<file path="src/rtl/vid_sprite_linebuf_ctl.sv">
// Ping-pong controller for the 2048x9 sprite line buffer: port A handles the power-up clear
// sweep and the renderer's read-check-write, port B does scanout read-and-clear.
module vid_sprite_linebuf_ctl #(
    parameter int         H_PIXELS  = 480,
    parameter logic [8:0] CLEAR_VAL = 9'h001
) (
    input  logic        ClockA,
    input  logic        ResetB,
    input  logic        line_start,
    input  logic        px_valid,
    output logic        px_ready,
    input  logic [9:0]  px_x,
    input  logic [8:0]  px_data,
    output logic        px_late,
    input  logic        out_req,
    input  logic [9:0]  out_x,
    output logic        out_valid,
    output logic [8:0]  out_data,
    output logic        init_busy,
    output logic [10:0] lb_addr_a,
    output logic [8:0]  lb_din_a,
    output logic        lb_en_a,
    output logic        lb_we_a,
    input  logic [8:0]  lb_qa,
    output logic [10:0] lb_addr_b,
    output logic [8:0]  lb_din_b,
    output logic        lb_en_b,
    output logic        lb_we_b,
    input  logic [8:0]  lb_qb
);

    localparam logic [9:0] X_LIMIT = 10'(H_PIXELS);

    typedef enum logic [1:0] {SWEEP, IDLE, READ, CHECK} stateT;

    stateT       stateReg;
    logic        frontReg;
    logic        frontNext;
    logic [10:0] sweepCnt;
    logic [9:0]  pxXReg;
    logic [8:0]  pxDataReg;
    logic        pxHalfReg;

    assign frontNext = line_start ? ~frontReg : frontReg;

    // Port A outputs are registered from the next state, so the RAM sees them in that state.
    always_ff @(posedge ClockA) begin
        if (ResetB) begin
            stateReg  <= SWEEP;
            frontReg  <= 1'b0;
            sweepCnt  <= '0;
            pxXReg    <= '0;
            pxDataReg <= '0;
            pxHalfReg <= 1'b0;
            init_busy <= 1'b1;
            px_ready  <= 1'b0;
            px_late   <= 1'b0;
            lb_en_a   <= 1'b0;
            lb_we_a   <= 1'b0;
            lb_addr_a <= '0;
            lb_din_a  <= '0;
        end else begin
            frontReg <= frontNext;
            lb_en_a  <= 1'b0;
            lb_we_a  <= 1'b0;
            px_late  <= 1'b0;
            case (stateReg)
                SWEEP: begin
                    lb_en_a   <= 1'b1;
                    lb_we_a   <= 1'b1;
                    lb_din_a  <= CLEAR_VAL;
                    lb_addr_a <= sweepCnt;
                    sweepCnt  <= sweepCnt + 11'd1;
                    if (sweepCnt == 11'd2047) begin
                        stateReg  <= IDLE;
                        init_busy <= 1'b0;
                        px_ready  <= 1'b1;
                    end
                end
                IDLE: begin
                    if (px_valid) begin
                        pxXReg    <= px_x;
                        pxDataReg <= px_data;
                        pxHalfReg <= ~frontReg;
                        // Off-screen pixels are swallowed without touching the RAM.
                        if (px_x < X_LIMIT) begin
                            stateReg  <= READ;
                            px_ready  <= 1'b0;
                            lb_en_a   <= 1'b1;
                            lb_addr_a <= {~frontReg, px_x};
                        end
                    end
                end
                READ: begin
                    stateReg <= CHECK;
                end
                CHECK: begin
                    stateReg <= IDLE;
                    px_ready <= 1'b1;
                    // Compare against the post-edge front so a swap in this very cycle also discards.
                    if (pxHalfReg != ~frontNext) begin
                        px_late <= 1'b1;
                    end else if (lb_qa == CLEAR_VAL) begin
                        lb_en_a   <= 1'b1;
                        lb_we_a   <= 1'b1;
                        lb_addr_a <= {pxHalfReg, pxXReg};
                        lb_din_a  <= pxDataReg;
                    end
                end
                default: stateReg <= SWEEP;
            endcase
        end
    end

    // Scanout reads the old word and clears it in one RAM access.
    assign lb_en_b   = out_req & ~ResetB;
    assign lb_we_b   = out_req & ~ResetB;
    assign lb_din_b  = CLEAR_VAL;
    assign lb_addr_b = {frontReg, out_x};
    assign out_data  = lb_qb;

    always_ff @(posedge ClockA) begin
        if (ResetB) begin
            out_valid <= 1'b0;
        end else begin
            out_valid <= out_req;
        end
    end

endmodule

</file>
<file path="config.mk">
export PLATFORM = sky130hd
export DESIGN_NAME = vid_sprite_linebuf_ctl
export DESIGN_NICKNAME = d
export VERILOG_FILES = /design/src/rtl/vid_sprite_linebuf_ctl.sv
export SDC_FILE = /design/constraint.sdc
export NUM_CORES = 1
export LEC_CHECK = 0
export CORE_UTILIZATION = 35
export CTS_CLUSTER_DIAMETER = 150
export DETAILED_ROUTE_END_ITERATION = 16
export PLACE_DENSITY = 0.73
export SLEW_MARGIN = 20
export SYNTH_ARGS = -nofsm -noshare
export SYNTH_HDL_FRONTEND = slang
export SYNTH_SLANG_ARGS = --single-unit
</file>
<file path="constraint.sdc">
create_clock -name ClockA -period 2.32 [get_ports ClockA]
set_input_delay 0.232 -clock ClockA [delete_from_list [all_inputs] [get_ports ClockA]]
set_output_delay 0.232 -clock ClockA [all_outputs]
set_load 0.01 [all_outputs]
</file>
# Word level (Yosys, flattened, before mapping)
# Index checks and enable logic that the tools add are counted.
# op_classes
n_addsub	1
n_lt_le_gt_ge	1
eq_ne	11
mux	24
n_bitwise	5
reduce_logical	10
# op_table
operator	n
11-bit 2-to-1 mux	4
11-bit one-hot mux with 3 select lines	1
9-bit 2-to-1 mux	2
9-bit one-hot mux with 2 select lines	1
11-bit by 1-bit adder with 11-bit output (second input constant)	1
11-bit equality test (second input constant)	1
10-bit by 9-bit < comparator with 1-bit output (second input constant)	1
2-bit inequality test (second input constant)	5
9-bit by 1-bit equality test with 1-bit output (second input constant)	1
1-bit 2-to-1 mux	9
2-bit one-hot mux with 4 select lines	1
2-bit 2-to-1 mux	3
1-bit one-hot mux with 3 select lines	2
3-bit AND reduction	2
5-bit AND reduction	1
2-bit equality test (second input constant)	2
1-bit NOT	4
2-bit AND reduction	2
4-bit AND reduction	1
3-bit nonzero test	1
2-bit by 1-bit equality test with 1-bit output (second input constant)	1
2-bit logical NOT	1
1-bit one-hot mux with 2 select lines	1
2-bit nonzero test	1
3 further kinds	3
# word_totals
regBits	60
input_bits	52

# Logic depth before layout (Yosys ltp)
# depth
depth_word	6
mapped_depth	8
mapped_depth_nobuf	7

# Least setup slack after synthesis
# OpenSTA, ideal clock, no wires.
# synth_timing
kind	input-to-reg
from	input lb_qa[1]
to	register lb_en_a
arrival_ps	1893
t_required_ps	2232
slack_ps	339
cell_stages	5
n_path_buf	1
path_cell_list	or4_1 -> or4_4 -> or3_1 -> buf_6 -> a311oi_2
# synth_via
elab_chain_cells	4
# synth_rtl
item	line_no	rtl
start: declaration	24	input logic [8:0] lb_qa,
9-bit by 1-bit equality test with 1-bit output	103	end else if (lb_qa == CLEAR_VAL) begin
1-bit 2-to-1 mux	103	
1-bit 2-to-1 mux	101	if (pxHalfReg != ~frontNext) begin
1-bit one-hot mux with 3 select lines	67	case (stateReg)
end signal: assignment	64	lb_en_a <= 1'b0;
end signal: assignment	69	lb_en_a <= 1'b1;
end signal: assignment	104	lb_en_a <= 1'b1;
end: declaration	22	output logic lb_en_a,
# No other way between the ends.
# A chain may end at the register's enable or synchronous reset.

# Final worst setup path
# Same ends and word-level chain as after synthesis.

==> results.md <==
* Primary FF master, synth: dfxtp_1
* Final nets at 429
* Hold-fix buffers, CTS at 0
* Yosys warnings at 0
* Fillers at 730
* Final max-slew violation count at 0
* Max IR drop VDD at between 0.0003 and 0.0004 V
* Clock network fraction of design power at 42.5%
* Die area at roughly 8200 um^2
* Worst-Skew Late Latency at approximately 0.34 ns
* Area growth syn-to-layout at 26.7%
* Sw power at 0.000469 W
* CTS max path bufs at 2
* Fraction of registers with async set/reset at 0%
* Post-Syn Area at ~2700 um^2
* Max-cap viol count at 0
* Worst min-delay path category: in -> reg
* Worst reg2reg startpoint: stateReg[0]
* DRC viols at 0
* Critical Path Fanout Max at 9
* Root Buffer: clkbuf_8
* Clock Skew at ~0.0052 ns
* Die Ht at 90.5 um
* Antenna fix cells at 0
* Avg WL per Cell at 13.1 um
* Gate power share at 6.9%
* Pint at 0.00162 W
* # IOs at 109
* Maximum clock frequency at 465 MHz
* DR vias at 2363
* Core outline area at ~7400 um^2
* PwrDens at 600 nW/um^2
* Starting density of the core at 37.0%
* Startpoint Class: primary input
* Total wire length after detailed routing at around 6300 um
* Register area share after synthesis at 43.8%
* Gr ovfl total at 0
* First-pass GRT wire length at 10500 um
* Hold Vio Cnt, Final at 0
* Critical path class: in -> reg
* Tmin final at 2.15 ns
* Crit path required time at 2.57 ns
* Num rows at 31
* CTS tree: built
* Post-synth EDFFs at 0
* All-Layer GR Usage at 16.2%
* Drt via density at between 4 and 5
* Die W at 90.5 um
* Layout cells sized above 1 at a little under a tenth
* Largest net degree at the start of global routing at ~60
* Mean Syn Cell Area at 8.31 um^2
* Setup Fix Bufs, Post-CTS at 0
* Most common cell after layout, fill and taps aside: nand2_1
* Setup violations, final at 0
* Most frequent cells in the layout: 63 x nand2_1, 60 x dfxtp_1, 60 x clkdlybuf4s50_1, 43 x a21oi_1, 22 x nor2_1
* Vias in the first global route at 2241
* Worst Tran Pin Value at 0.615 ns
* DRT iter0 DRCs at 126
* Flop pwr share at 50.6%
* Distinct cells, synth at 40
* Outcome: finished clean
* Resize count post-CTS at 0
* Port-buffer cells at 61
* Worst EP arrival at 2.40 ns
* Switching share of power at 22.5%
* Fin crit share at 92.7%
* Rel. slew slack at 59.0%
* #FFs+latches synth at 60
* Worst Setup SP: lb_qa[1]
* CTS buffer count at 9
* Mapped Cells at 330
* CTS clk-pin slew, worst paths at 0.06 ns
* Clock sinks at 60
* TNS Setup at 0 ns
* CP endpoint kind: flip-flop
* Hold_sp: px_data[3]
* H-tree depth at 3
* Post-DP HPWL at 4420 um
* Worst Hold Slack at 0.436 ns
* RSZ-0062 raised after global routing: no
* Antenna violations before repair at 0
* Routability Congestion at 0.807
* Pleak at 1.21 nW
* 1st-pass router iterations at 5
* Antenna-violating nets left at 0
==> flip-flops by register name, summed over array words and instances (netlist names) <==
register and cells:
stateReg 2, lb_en_a 1, out_valid 1, pxXReg 10
frontReg 1, px_ready 1, px_late 1, init_busy 1
pxHalfReg 1, lb_din_a 9, lb_addr_a 11, sweepCnt 11
pxDataReg 9, lb_we_a 1
==> power by group through the flow <==
stage | Sequential, W | Clock [W] | Combinational, W
2_1_floorplan | 0.00108 | 0 | 0.000101
3_3_place_gp | 0.00108 | 0 | 0.000142
3_5_place_dp | 0.00108 | 0 | 0.000144
4_1_cts | 0.00106 | 0.000913 | 0.000145
5_1_grt | 0.00106 | 0.000956 | 0.000156
6_report | 0.00106 | 0.000887 | 0.000144
==> layout make-up <==
class                      count  area, um^2  share of cell area (%)
timing repair buffer          73         708                    20.4
sequential                    60        1200                    34.5
clock inverter                 5        52.6                    1.51
clock buffer                  11         131                    3.78
multi-input combinational    223        1240                    35.7
inverter                       5        18.8                   0.540
tap                           99         124                    3.56
==> metal layers <==
metal	track usage [%]	wire, um	up-vias
li1	-	-	1178
met1	19.1	2760	1078
met2	26.0	2920	95
met3	7.15	499	12
met4	5.51	78	0
met5	0	0	-
==> cells by family after synthesis <==
group	Yosys count	synth area share, %
compound gates	75	17.2
xor+xnor	10	3.88
fa+ha+maj	5	2.28
buf+inv	54	11.9
flops	60	43.8
mux	2	0.730
other cells	2	0.274
simple gates	122	19.9
==> stage by stage <==
step	util [%]	instance area, um^2	power, W	worst slack, ns	instances
after detailed placement	44.5	3290	0.00122	-0.150	460
after CTS	46.9	3480	0.00211	0.172	476
after floorplan	-	2770	0.00118	0.339	337
final	46.9	3480	0.00209	0.170	476
after global placement	44.5	3290	0.00122	-0.130	460
after global routing	46.9	3480	0.00217	0.118	476
==> worst paths after layout <==
| check | endpoint | slack (ns) | depth (start not counted) |
|---|---|---|---|
| worst min register to register | pxXReg[1] | 0.46 | 2 |
| worst max register to register | lb_en_a | 0.46 | 4 |
| worst max-delay path | lb_en_a | 0.17 | 5 |
| worst min-delay path | pxDataReg[3] | 0.44 | 3 |
==> Yosys cell counts (2+ instances only) <==
cell / count / area share, %
nor2b_1: 3 / 0.68
a21oi_1: 43 / 7.8
nand3_1: 11 / 2.0
conb_1: 2 / 0.27
clkbuf_1: 16 / 2.2
or3_1: 3 / 0.68
xor2_1: 6 / 1.9
nor3_1: 3 / 0.55
inv_1: 5 / 0.68
o21ai_0: 3 / 0.55
mux2i_1: 2 / 0.73
nand2_1: 63 / 8.6
xnor2_1: 3 / 0.96
or2_2: 3 / 0.68
dfxtp_1: 60 / 44
nor2_1: 22 / 3.0
nand4_1: 5 / 1.1
a22oi_1: 10 / 2.7
a211oi_1: 3 / 0.82
a311oi_1: 10 / 3.2
buf_4: 31 / 8.5
ha_1: 5 / 2.3
==> worst max-delay path, stage by stage <==
cell and delay (ns):
clkdlybuf4s50_1 0.39, or4_1 0.51, or4_4 0.46, or3_1 0.51, a311oi_2 0.29
(Power assumes the default switching activity.)
